==> src/rtl/pc_sequencer.sv <==
// ---------------------------------------------------------------------------
// pc_sequencer
// Program-counter sequencer for the single-cycle core. It holds the PC and
// picks the next PC from one of these sources: sequential, jump, branch,
// call, or return. Calls and returns go through a small circular
// return-address stack. The PC freezes while either cache is busy. The block
// boots into RUN one edge after reset, and it halts permanently on HALT.
//
// Ports
//   i_clk          clock, all state changes on the rising edge
//   i_rst_n        asynchronous active-low reset
//   i_ibusywait    instruction cache not ready
//   i_dbusywait    data cache not ready
//   i_jump         unconditional PC-relative jump
//   i_branch       conditional branch
//   i_branch_ne    with i_branch: 1 = branch-if-not-equal, 0 = branch-if-equal
//   i_zero         ALU zero flag
//   i_call         jump to target and push the return address
//   i_ret          return to the popped stack address
//   i_halt         enter HALTED after this cycle's PC update
//   i_offset       signed offset, counted in instructions
//   o_pc           current instruction address
//   o_pc_plus      o_pc + INSTR_BYTES
//   o_iread        fetch request
//   o_instr_valid  fetched instruction usable this cycle
//   o_taken        previous PC update was a redirect
//   o_ras_count    number of valid stack entries
//   o_ras_err      sticky flag: a return was seen on an empty stack
//
// state    | meaning
// ---------+------------------------------------------------
// ST_BOOT  | out of reset, PC held, no fetch; RUN on next edge
// ST_RUN   | fetching and sequencing
// ST_HALT  | frozen until reset
// ---------------------------------------------------------------------------
module pc_sequencer #(
    parameter int                   PC_WIDTH     = 32,
    parameter int                   OFFSET_WIDTH = 8,
    parameter int                   INSTR_BYTES  = 4,
    parameter logic [PC_WIDTH-1:0]  RESET_VECTOR = '0,
    parameter int                   RAS_DEPTH    = 4
) (
    input  logic                              i_clk,
    input  logic                              i_rst_n,
    input  logic                              i_ibusywait,
    input  logic                              i_dbusywait,
    input  logic                              i_jump,
    input  logic                              i_branch,
    input  logic                              i_branch_ne,
    input  logic                              i_zero,
    input  logic                              i_call,
    input  logic                              i_ret,
    input  logic                              i_halt,
    input  logic [OFFSET_WIDTH-1:0]           i_offset,
    output logic [PC_WIDTH-1:0]               o_pc,
    output logic [PC_WIDTH-1:0]               o_pc_plus,
    output logic                              o_iread,
    output logic                              o_instr_valid,
    output logic                              o_taken,
    output logic [$clog2(RAS_DEPTH+1)-1:0]    o_ras_count,
    output logic                              o_ras_err
);

    localparam int SHIFT = $clog2(INSTR_BYTES);
    localparam int CW    = $clog2(RAS_DEPTH + 1);
    localparam int PW    = (RAS_DEPTH > 1) ? $clog2(RAS_DEPTH) : 1;

    localparam logic [PW-1:0] PTR_LAST = PW'(RAS_DEPTH - 1);
    localparam logic [CW-1:0] CNT_FULL = CW'(RAS_DEPTH);

    localparam logic [1:0] ST_BOOT = 2'd0;
    localparam logic [1:0] ST_RUN  = 2'd1;
    localparam logic [1:0] ST_HALT = 2'd2;

    logic [1:0]          r_state;
    logic [PC_WIDTH-1:0] r_pc;
    logic                r_taken;
    logic [CW-1:0]       r_ras_count;
    logic                r_ras_err;
    logic [PW-1:0]       r_ras_ptr;
    logic [PC_WIDTH-1:0] r_ras [RAS_DEPTH];

    logic [1:0]          w_state_nxt;
    logic [PC_WIDTH-1:0] w_pc_nxt;
    logic                w_taken_nxt;
    logic [CW-1:0]       w_ras_count_nxt;
    logic                w_ras_err_nxt;
    logic [PW-1:0]       w_ras_ptr_nxt;
    logic                w_ras_we;
    logic [PW-1:0]       w_ras_waddr;

    logic                w_stall;
    logic [PC_WIDTH-1:0] w_pc_plus;
    logic [PC_WIDTH-1:0] w_off_sx;
    logic [PC_WIDTH-1:0] w_target;
    logic                w_br_taken;
    logic [PW-1:0]       w_ptr_inc;
    logic [PW-1:0]       w_ptr_dec;
    logic [PC_WIDTH-1:0] w_ras_top;
    logic                w_ras_empty;

    assign w_stall     = i_ibusywait | i_dbusywait;
    assign w_pc_plus   = r_pc + PC_WIDTH'(INSTR_BYTES);
    assign w_off_sx    = {{(PC_WIDTH-OFFSET_WIDTH){i_offset[OFFSET_WIDTH-1]}}, i_offset};
    assign w_target    = w_pc_plus + (w_off_sx << SHIFT);
    assign w_br_taken  = i_branch & (i_zero ^ i_branch_ne);

    // r_ras_ptr is the next slot to write. The top of the stack is the slot
    // just below it.
    assign w_ptr_inc   = (r_ras_ptr == PTR_LAST) ? '0 : r_ras_ptr + 1'b1;
    assign w_ptr_dec   = (r_ras_ptr == '0) ? PTR_LAST : r_ras_ptr - 1'b1;
    assign w_ras_top   = r_ras[w_ptr_dec];
    assign w_ras_empty = (r_ras_count == '0);

    always_comb begin
        w_state_nxt     = r_state;
        w_pc_nxt        = r_pc;
        w_taken_nxt     = 1'b0;
        w_ras_count_nxt = r_ras_count;
        w_ras_err_nxt   = r_ras_err;
        w_ras_ptr_nxt   = r_ras_ptr;
        w_ras_we        = 1'b0;
        w_ras_waddr     = r_ras_ptr;

        case (r_state)
            ST_BOOT: w_state_nxt = ST_RUN;
            ST_RUN: begin
                if (!w_stall) begin
                    if (i_halt) w_state_nxt = ST_HALT;
                    if (i_ret) begin
                        if (w_ras_empty) begin
                            w_pc_nxt      = w_pc_plus;
                            w_ras_err_nxt = 1'b1;
                        end else begin
                            w_pc_nxt    = w_ras_top;
                            w_taken_nxt = 1'b1;
                        end
                        if (i_call) begin
                            // Call and return in the same cycle: the top entry
                            // is swapped in place. On an empty stack this acts
                            // as a plain push.
                            w_ras_we = 1'b1;
                            if (w_ras_empty) begin
                                w_ras_ptr_nxt   = w_ptr_inc;
                                w_ras_count_nxt = CW'(1);
                            end else begin
                                w_ras_waddr = w_ptr_dec;
                            end
                        end else if (!w_ras_empty) begin
                            w_ras_ptr_nxt   = w_ptr_dec;
                            w_ras_count_nxt = r_ras_count - 1'b1;
                        end
                    end else if (i_call) begin
                        w_pc_nxt      = w_target;
                        w_taken_nxt   = 1'b1;
                        w_ras_we      = 1'b1;
                        w_ras_ptr_nxt = w_ptr_inc;
                        // A full stack overwrites its oldest entry, so the
                        // count stops at the depth.
                        if (r_ras_count != CNT_FULL)
                            w_ras_count_nxt = r_ras_count + 1'b1;
                    end else if (i_jump || w_br_taken) begin
                        w_pc_nxt    = w_target;
                        w_taken_nxt = 1'b1;
                    end else begin
                        w_pc_nxt = w_pc_plus;
                    end
                end
            end
            ST_HALT: w_state_nxt = ST_HALT;
            default: w_state_nxt = ST_BOOT;
        endcase
    end

    always_ff @(posedge i_clk or negedge i_rst_n) begin
        if (!i_rst_n) begin
            r_state     <= ST_BOOT;
            r_pc        <= RESET_VECTOR;
            r_taken     <= 1'b0;
            r_ras_count <= '0;
            r_ras_err   <= 1'b0;
            r_ras_ptr   <= '0;
        end else begin
            r_state     <= w_state_nxt;
            r_pc        <= w_pc_nxt;
            r_taken     <= w_taken_nxt;
            r_ras_count <= w_ras_count_nxt;
            r_ras_err   <= w_ras_err_nxt;
            r_ras_ptr   <= w_ras_ptr_nxt;
        end
    end

    // Stack storage has no reset. A zero count makes any stale contents
    // unreachable.
    always_ff @(posedge i_clk) begin
        if (w_ras_we) r_ras[w_ras_waddr] <= w_pc_plus;
    end

    assign o_pc          = r_pc;
    assign o_pc_plus     = w_pc_plus;
    assign o_iread       = (r_state == ST_RUN);
    assign o_instr_valid = (r_state == ST_RUN) & ~i_ibusywait;
    assign o_taken       = r_taken;
    assign o_ras_count   = r_ras_count;
    assign o_ras_err     = r_ras_err;

endmodule
==> config.mk <==
export PLATFORM = sky130hd
export DESIGN_NAME = pc_sequencer
export DESIGN_NICKNAME = d
export VERILOG_FILES = /design/src/rtl/pc_sequencer.sv
export SDC_FILE = /design/constraint.sdc
export NUM_CORES = 1
export LEC_CHECK = 0
export ABC_AREA = 1
export CAP_MARGIN = 20
export CELL_PAD_IN_SITES_DETAIL_PLACEMENT = 0
export CELL_PAD_IN_SITES_GLOBAL_PLACEMENT = 2
export CORE_MARGIN = 1
export CORE_UTILIZATION = 38
export DETAILED_ROUTE_END_ITERATION = 8
export GPL_TIMING_DRIVEN = 1
export PLACE_DENSITY = 0.83
export SYNTH_ARGS = -nofsm -noshare
export SYNTH_HDL_FRONTEND = slang
export SYNTH_SLANG_ARGS = --single-unit
==> constraint.sdc <==
create_clock -name i_clk -period 6.1 [get_ports i_clk]
set_clock_uncertainty 0.2 [all_clocks]
set_input_delay 1.22 -clock i_clk [delete_from_list [all_inputs] [get_ports i_clk]]
set_output_delay 1.22 -clock i_clk [all_outputs]
set_load 0.1 [all_outputs]
==> results of run 1 <==
## per-layer routing
metal | track usage | vias up | wire length [um]
met5 | 0 | - | 0
met4 | 0.0515 | 0 | 370
met3 | 0.0428 | 23 | 2120
met2 | 0.414 | 249 | 16000
met1 | 0.344 | 4262 | 15500
li1 | - | 4458 | -
## placed cells by master, fill, tap and decap left out, types with 21 or more instances in the layout
cell / instances
edfxtp_1: 128
a21oi_1: 59
ha_1: 43
nor2_1: 161
inv_1: 154
o21ai_0: 90
nand3_1: 82
buf_4: 23
o22ai_1: 21
dfrtp_1: 41
clkdlybuf4s50_1: 88
nand2_1: 346
## worst max-delay path by stage
| stage | slack [ns] | to | cells past startpoint |
|---|---|---|---|
| global placement | 1.50 | r_ras[0][12]$_DFFE_PP_ | 11 |
| detailed placement | 1.43 | r_ras[0][8]$_DFFE_PP_ | 11 |
| finish | 1.18 | o_pc_plus[26] | 8 |
| floorplan | 0.51 | o_pc[26]$_DFFE_PN0P_ | 17 |
| global route | 0.99 | o_pc_plus[30] | 10 |
| CTS | 1.17 | o_pc_plus[26] | 8 |
## stage by stage
stage | setup slack, ns | util | instances
CTS | 1.17 | 0.464 | 1732
global route | 0.991 | 0.464 | 1732
floorplan | 0.513 | - | 1290
global placement | 1.50 | 0.442 | 1700
finish | 1.18 | 0.464 | 1732
detailed placement | 1.43 | 0.442 | 1700
## registers in the layout, summed over array words and instances (netlist names)
signal / flops
r_ras: 128
o_pc: 32
o_ras_count: 3
r_ras_ptr: 2
r_state: 2
o_ras_err: 1
o_taken: 1
## final cells by class
| type | count | share of cell area |
|---|---|---|
| repair buffers | 112 | 0.0866 |
| inverters | 161 | 0.0494 |
| flip-flops and latches | 169 | 0.398 |
| clock buffers | 17 | 0.0348 |
| multi-input cells | 923 | 0.384 |
| clock inverters | 15 | 0.0126 |
| well taps | 335 | 0.0343 |
## cells by family after synthesis
family | after synthesis | synth area share
buffers and inverters | 198 | 0.0745
adder cells (fa/ha/maj) | 44 | 0.0542
AO/OA/AOI/OAI | 215 | 0.120
XOR/XNOR | 26 | 0.0236
AND/OR/NAND/NOR | 638 | 0.255
flip-flops | 169 | 0.473
## worst max-delay path, stage by stage, from the launching register on
cell             delay, ns
dfrtp_1               0.43
ha_1                  0.29
nand2_1               0.11
inv_1                 0.09
nand2_1               0.09
nor3_1                0.42
nand3_1               0.14
nand2_1               0.30
clkdlybuf4s50_1       1.21
==> results.py, run 1 <==
metrics = {
    "layout": {
        "multi_input_area_um2": 4690,
        "fin_area_um2": 12200,
        "synthToLayoutAreaGrowth_pct": 18.7,
        "diodes": 0,
        "drive_gt1_frac": 0.0659,
        "nets": 1447,
        "fill_cells": 2605,
        "seq_area_um2": 4870,
    },
    "grt": {
        "grt_pass1_vias": 8791,
        "grt_usage": 0.250,
        "grt_overflow": 0,
        "antenna_found_initial": 0,
        "grt_max_degree": 66,
        "grt_pass1_wl_um": 52100,
    },
    "route": {
        "wl_per_cell_um": 19.6,
        "drt_wl_total_um": 34000,
        "final_antenna_net_count": 0,
        "first_iter_violations": 617,
        "dr.pass1.iters": 7,
        "routed_via_density": 5.19,
        "drc": 5,
        "vias": 8992,
    },
    "hold_path": {
        "min-delay-path-class": "reg -> reg",
        "hold-path-cell-count": 1,
        "worstHoldStart": "o_ras_err$_DFFE_PN0P_",
        "holdPathEnd": "o_ras_err$_DFFE_PN0P_",
    },
    "logic_synthesis": {
        "avgSynthCellArea_um2": 7.98,
        "ys_types": 46,
        "yosys.area.top_type": "edfxtp_1",
        "netlist_top_cells_area": "edfxtp_1, nand2_1, dfrtp_1",
        "syn_area_um2": 10300,
        "ys_top_cells_by_count": "nand2_1, nor2_1, inv_1, edfxtp_1, o21ai_0",
        "yosysSeqAreaShare": 0.473,
        "ys_async_sr_fraction": 0.243,
        "syn-num-nets": 1353,
        "yosysTopAreaCellShare": 0.373,
        "synth_edf_count": 128,
        "syn_inst": 1290,
        "synth_ff_type": "edfxtp_1",
        "ys_ff_latch": 169,
        "yosys_warnings": 0,
        "yosysMostFrequentCell": "nand2_1",
    },
    "floorplan": {
        "fp.dieH_um": 167,
        "core-area_um2": 26400,
        "num_rows": 59,
        "initial_utilization": 0.391,
        "dieWidth_um": 167,
        "pin_count": 90,
        "dieArea_um2": 27800,
    },
    "timing": {
        "hold_ws_ns": 0.325,
        "setup_viol": 0,
        "period_needed_ns": 4.92,
        "fmax_mhz": 203,
        "relSlewSlack": 0.310,
        "finalMaxSlewViolations": 0,
        "tightestPinTransition_ns": 1.03,
        "fin_crit_sh": 0.807,
        "setup_tns_ns": 0,
        "hold_violations": 0,
        "rsz0062_at_grt": "false",
    },
    "run_status": {
        "status": "complete, but fails checks",
        "violations": "DRC",
    },
    "clocking": {
        "htreeDepth": 4,
        "postCtsSetupRepairBufs": 0,
        "cts.clk_slew.worst_paths_ns": 0.07,
        "clock_latency_ns": 0.44,
        "cts_sinks": 169,
        "clockBufferDepth": 2,
        "postCtsHoldBufs": 0,
        "cts_buffers": 17,
        "cts_tree": "yes",
        "cts_resized": 0,
        "cts_root_buf": "clkbuf_16",
    },
    "setup_path": {
        "crit_arrival_ns": 3.50,
        "cp.required_ns": 4.68,
        "rrSetupSlack_ns": 2.27,
        "end_kind": "output port",
        "worstPathMaxFanout": 8,
        "r2r-end": "o_pc[25]$_DFFE_PN0P_",
        "critPathKind": "reg -> out",
        "worstRegToRegCells": 20,
        "crit_start": "o_pc[3]$_DFFE_PN0P_",
        "cp-start-kind": "flip-flop",
        "r2r_start": "o_pc[3]$_DFFE_PN0P_",
    },
    "flow_run": {
        "cap_violations": 0,
    },
    "place": {
        "dp_hpwl_um": 24600,
        "gp_congestion": 0.846,
        "io_buffers": 89,
        "dpl-instance-area_um2": 11600,
    },
}
Power of run 1 is left out: the tool's default activity adds up to more than one toggle a clock period on the data nets, which glitch-free logic cannot reach.
==> inputs of run 2 (changes only) <==
--- a/config.mk
+++ b/config.mk
@@ -10,10 +10,10 @@
 export CELL_PAD_IN_SITES_DETAIL_PLACEMENT = 0
 export CELL_PAD_IN_SITES_GLOBAL_PLACEMENT = 2
 export CORE_MARGIN = 1
-export CORE_UTILIZATION = 38
+export CORE_UTILIZATION = 32
 export DETAILED_ROUTE_END_ITERATION = 8
 export GPL_TIMING_DRIVEN = 1
-export PLACE_DENSITY = 0.83
+export PLACE_DENSITY = 0.74
 export SYNTH_ARGS = -nofsm -noshare
 export SYNTH_HDL_FRONTEND = slang
 export SYNTH_SLANG_ARGS = --single-unit
==> constraint.sdc (replaced) <==
create_clock -name i_clk -period 4 [get_ports i_clk]
set_clock_uncertainty 0.2 [all_clocks]
set_input_delay 0.8 -clock i_clk [delete_from_list [all_inputs] [get_ports i_clk]]
set_output_delay 0.8 -clock i_clk [all_outputs]
set_load 0.1 [all_outputs]
==> run 2 against run 1 <==
The run now ends clean. Setup slack worse by 0.91 ns. Routed wire length up 6.4%. Clock-buffer cell count up 3. Final cell count up 4.4%. Worst hold slack worse by 0.14 ns. Die area up 19%. Via count down 0.14%. Final area up 2.9%. Register-to-register slack worse by 2.0 ns. Largest cell class unchanged.
==> results.py, run 2 (synthesized netlist as in run 1, its figures left out) <==
metrics = {
    "layout": {
        "nets": 1456,
        "final_cell_mix": "nand2_1, nor2_1, inv_1, edfxtp_1, o21ai_0",
        "largest_reg_flops": 128,
        "diodes": 0,
        "synthToLayoutAreaGrowth_pct": 22.2,
        "fill_cells": 3248,
        "final_util": 0.398,
        "top_register": "r_ras",
        "drive_gt1_frac": 0.122,
        "layout_commonest_cell": "nand2_1",
    },
    "route": {
        "final_antenna_net_count": 0,
        "dr.pass1.iters": 4,
        "first_iter_violations": 605,
        "vias": 8979,
        "routed_via_density": 4.97,
        "drc": 0,
        "wl_per_cell_um": 20.0,
        "drt_wl_total_um": 36200,
    },
    "run_status": {
        "status": "finished clean",
    },
    "setup_path": {
        "cp.required_ns": 3.00,
        "crit_arrival_ns": 2.73,
        "end_kind": "output port",
        "crit_top_cell": "nand2_1",
        "crit_buf_inv": 2,
        "crit_chain": "nand2_1 -> nor3_1 -> nand2_1 -> nor2_1 -> a21o_1 -> nand2_1 -> inv_1 -> buf_4",
        "critPathTopFamily": "simple AND/OR/NAND/NOR gates",
        "critPathKind": "reg -> out",
        "crit_slowest_cell": "dfrtp_2",
        "cp-start-kind": "flip-flop",
        "worstPathMaxFanout": 6,
        "critPathMaxStageDelay_ns": 0.48,
    },
    "floorplan": {
        "dieArea_um2": 32900,
        "num_rows": 65,
        "core-area_um2": 31600,
        "dieWidth_um": 181,
        "pin_count": 90,
        "initial_utilization": 0.325,
        "fp.dieH_um": 181,
    },
    "timing": {
        "hold_violations": 0,
        "relSlewSlack": 0.314,
        "fin_crit_sh": 0.933,
        "period_needed_ns": 3.73,
        "fmax_mhz": 268,
        "setup_tns_ns": 0,
        "rsz0062_at_grt": "true",
        "finalMaxSlewViolations": 0,
        "setup_viol": 0,
        "hold_ws_ns": 0.184,
        "tightestPinTransition_ns": 1.03,
    },
    "clocking": {
        "cts_root_buf": "clkbuf_16",
        "cts_sinks": 169,
        "cts_tree": "yes",
        "clock_latency_ns": 0.43,
        "htreeDepth": 4,
        "cts_buffers": 17,
        "clockBufferDepth": 2,
        "cts.clk_slew.worst_paths_ns": 0.07,
        "postCtsHoldBufs": 0,
    },
    "hold_path": {
        "min-delay-path-class": "in -> async",
    },
    "grt": {
        "grt_pass1_wl_um": 54700,
        "grt_max_degree": 65,
        "grtUsageMet3": 0.0299,
        "grt_pass1_vias": 8764,
        "busiest_layer": "met2",
        "grt_usage": 0.225,
        "grt_overflow": 0,
        "antenna_found_initial": 0,
        "grt_use_met2": 0.360,
        "grt_use_met1": 0.319,
    },
    "place": {
        "dp_hpwl_um": 27100,
        "io_buffers": 89,
        "gp_congestion": 0.905,
    },
    "flow_run": {
        "cap_violations": 0,
    },
}
==> run 2: cell types whose count changed in the layout (fill, tap and decap cells not counted), moves of 6 or more <==
| cell | change |
|---|---|
| dfrtp_2 | +20 |
| xor2_1 | -6 |
| clkdlybuf4s50_1 | -33 |
| buf_12 | +7 |
| buf_4 | +35 |
| dfrtp_1 | -21 |
==> run 2: metrics by stage <==
step | std cells | instance area (um2) | setup slack (ns)
after floorplan | 1290 | 10500 | -0.243
after global placement | 1776 | 12000 | 0.297
after detailed placement | 1776 | 12000 | 0.332
after CTS | 1808 | 12600 | 0.215
after global routing | 1808 | 12600 | -0.0417
final | 1808 | 12600 | 0.266
==> run 2: layout make-up <==
| class | count | area [um2] | share of cell area |
|---|---|---|---|
| Multi-Input combinational cell | 923 | 4870 | 0.387 |
| Tap cell | 402 | 503 | 0.0400 |
| Inverter | 161 | 616 | 0.0489 |
| Sequential cell | 169 | 4900 | 0.389 |
| Clock inverter | 12 | 115 | 0.00915 |
| Timing Repair Buffer | 121 | 1130 | 0.0899 |
| Clock buffer | 20 | 447 | 0.0355 |
==> run 2: per-layer routing <==
metal	part of all wire	vias to the layer above
met3	0.042	29
met2	0.46	191
met4	0.016	0
met1	0.48	4291
li1	-	4468
met5	0	-
==> run 2: worst paths after layout <==
kind,start,end,slack [ns],depth (start not counted)
min in group i_clk,r_state[1]$_DFFE_PN0P_,r_state[1]$_DFFE_PN0P_,0.34,2
max in group asynchronous,i_rst_n,o_pc[18]$_DFFE_PN0P_,2.64,2
worst max-delay path,o_pc[11]$_DFFE_PN0P_,o_pc_plus[28],0.27,8
worst min register to register,r_state[1]$_DFFE_PN0P_,r_state[1]$_DFFE_PN0P_,0.34,2
worst min-delay path,i_rst_n,r_ras_ptr[1]$_DFFE_PN0P_,0.18,1
worst max register to register,o_pc[11]$_DFFE_PN0P_,o_pc[14]$_DFFE_PN0P_,0.32,15
==> run 2: repair_timing <==
action / CTS / global route
hold endpoints to repair: 0 / 0
setup endpoints to repair: 0 / 7
resized for setup: 0 / 3
buffers inserted: 0 / 0
Power of run 2 is left out for the same reason.
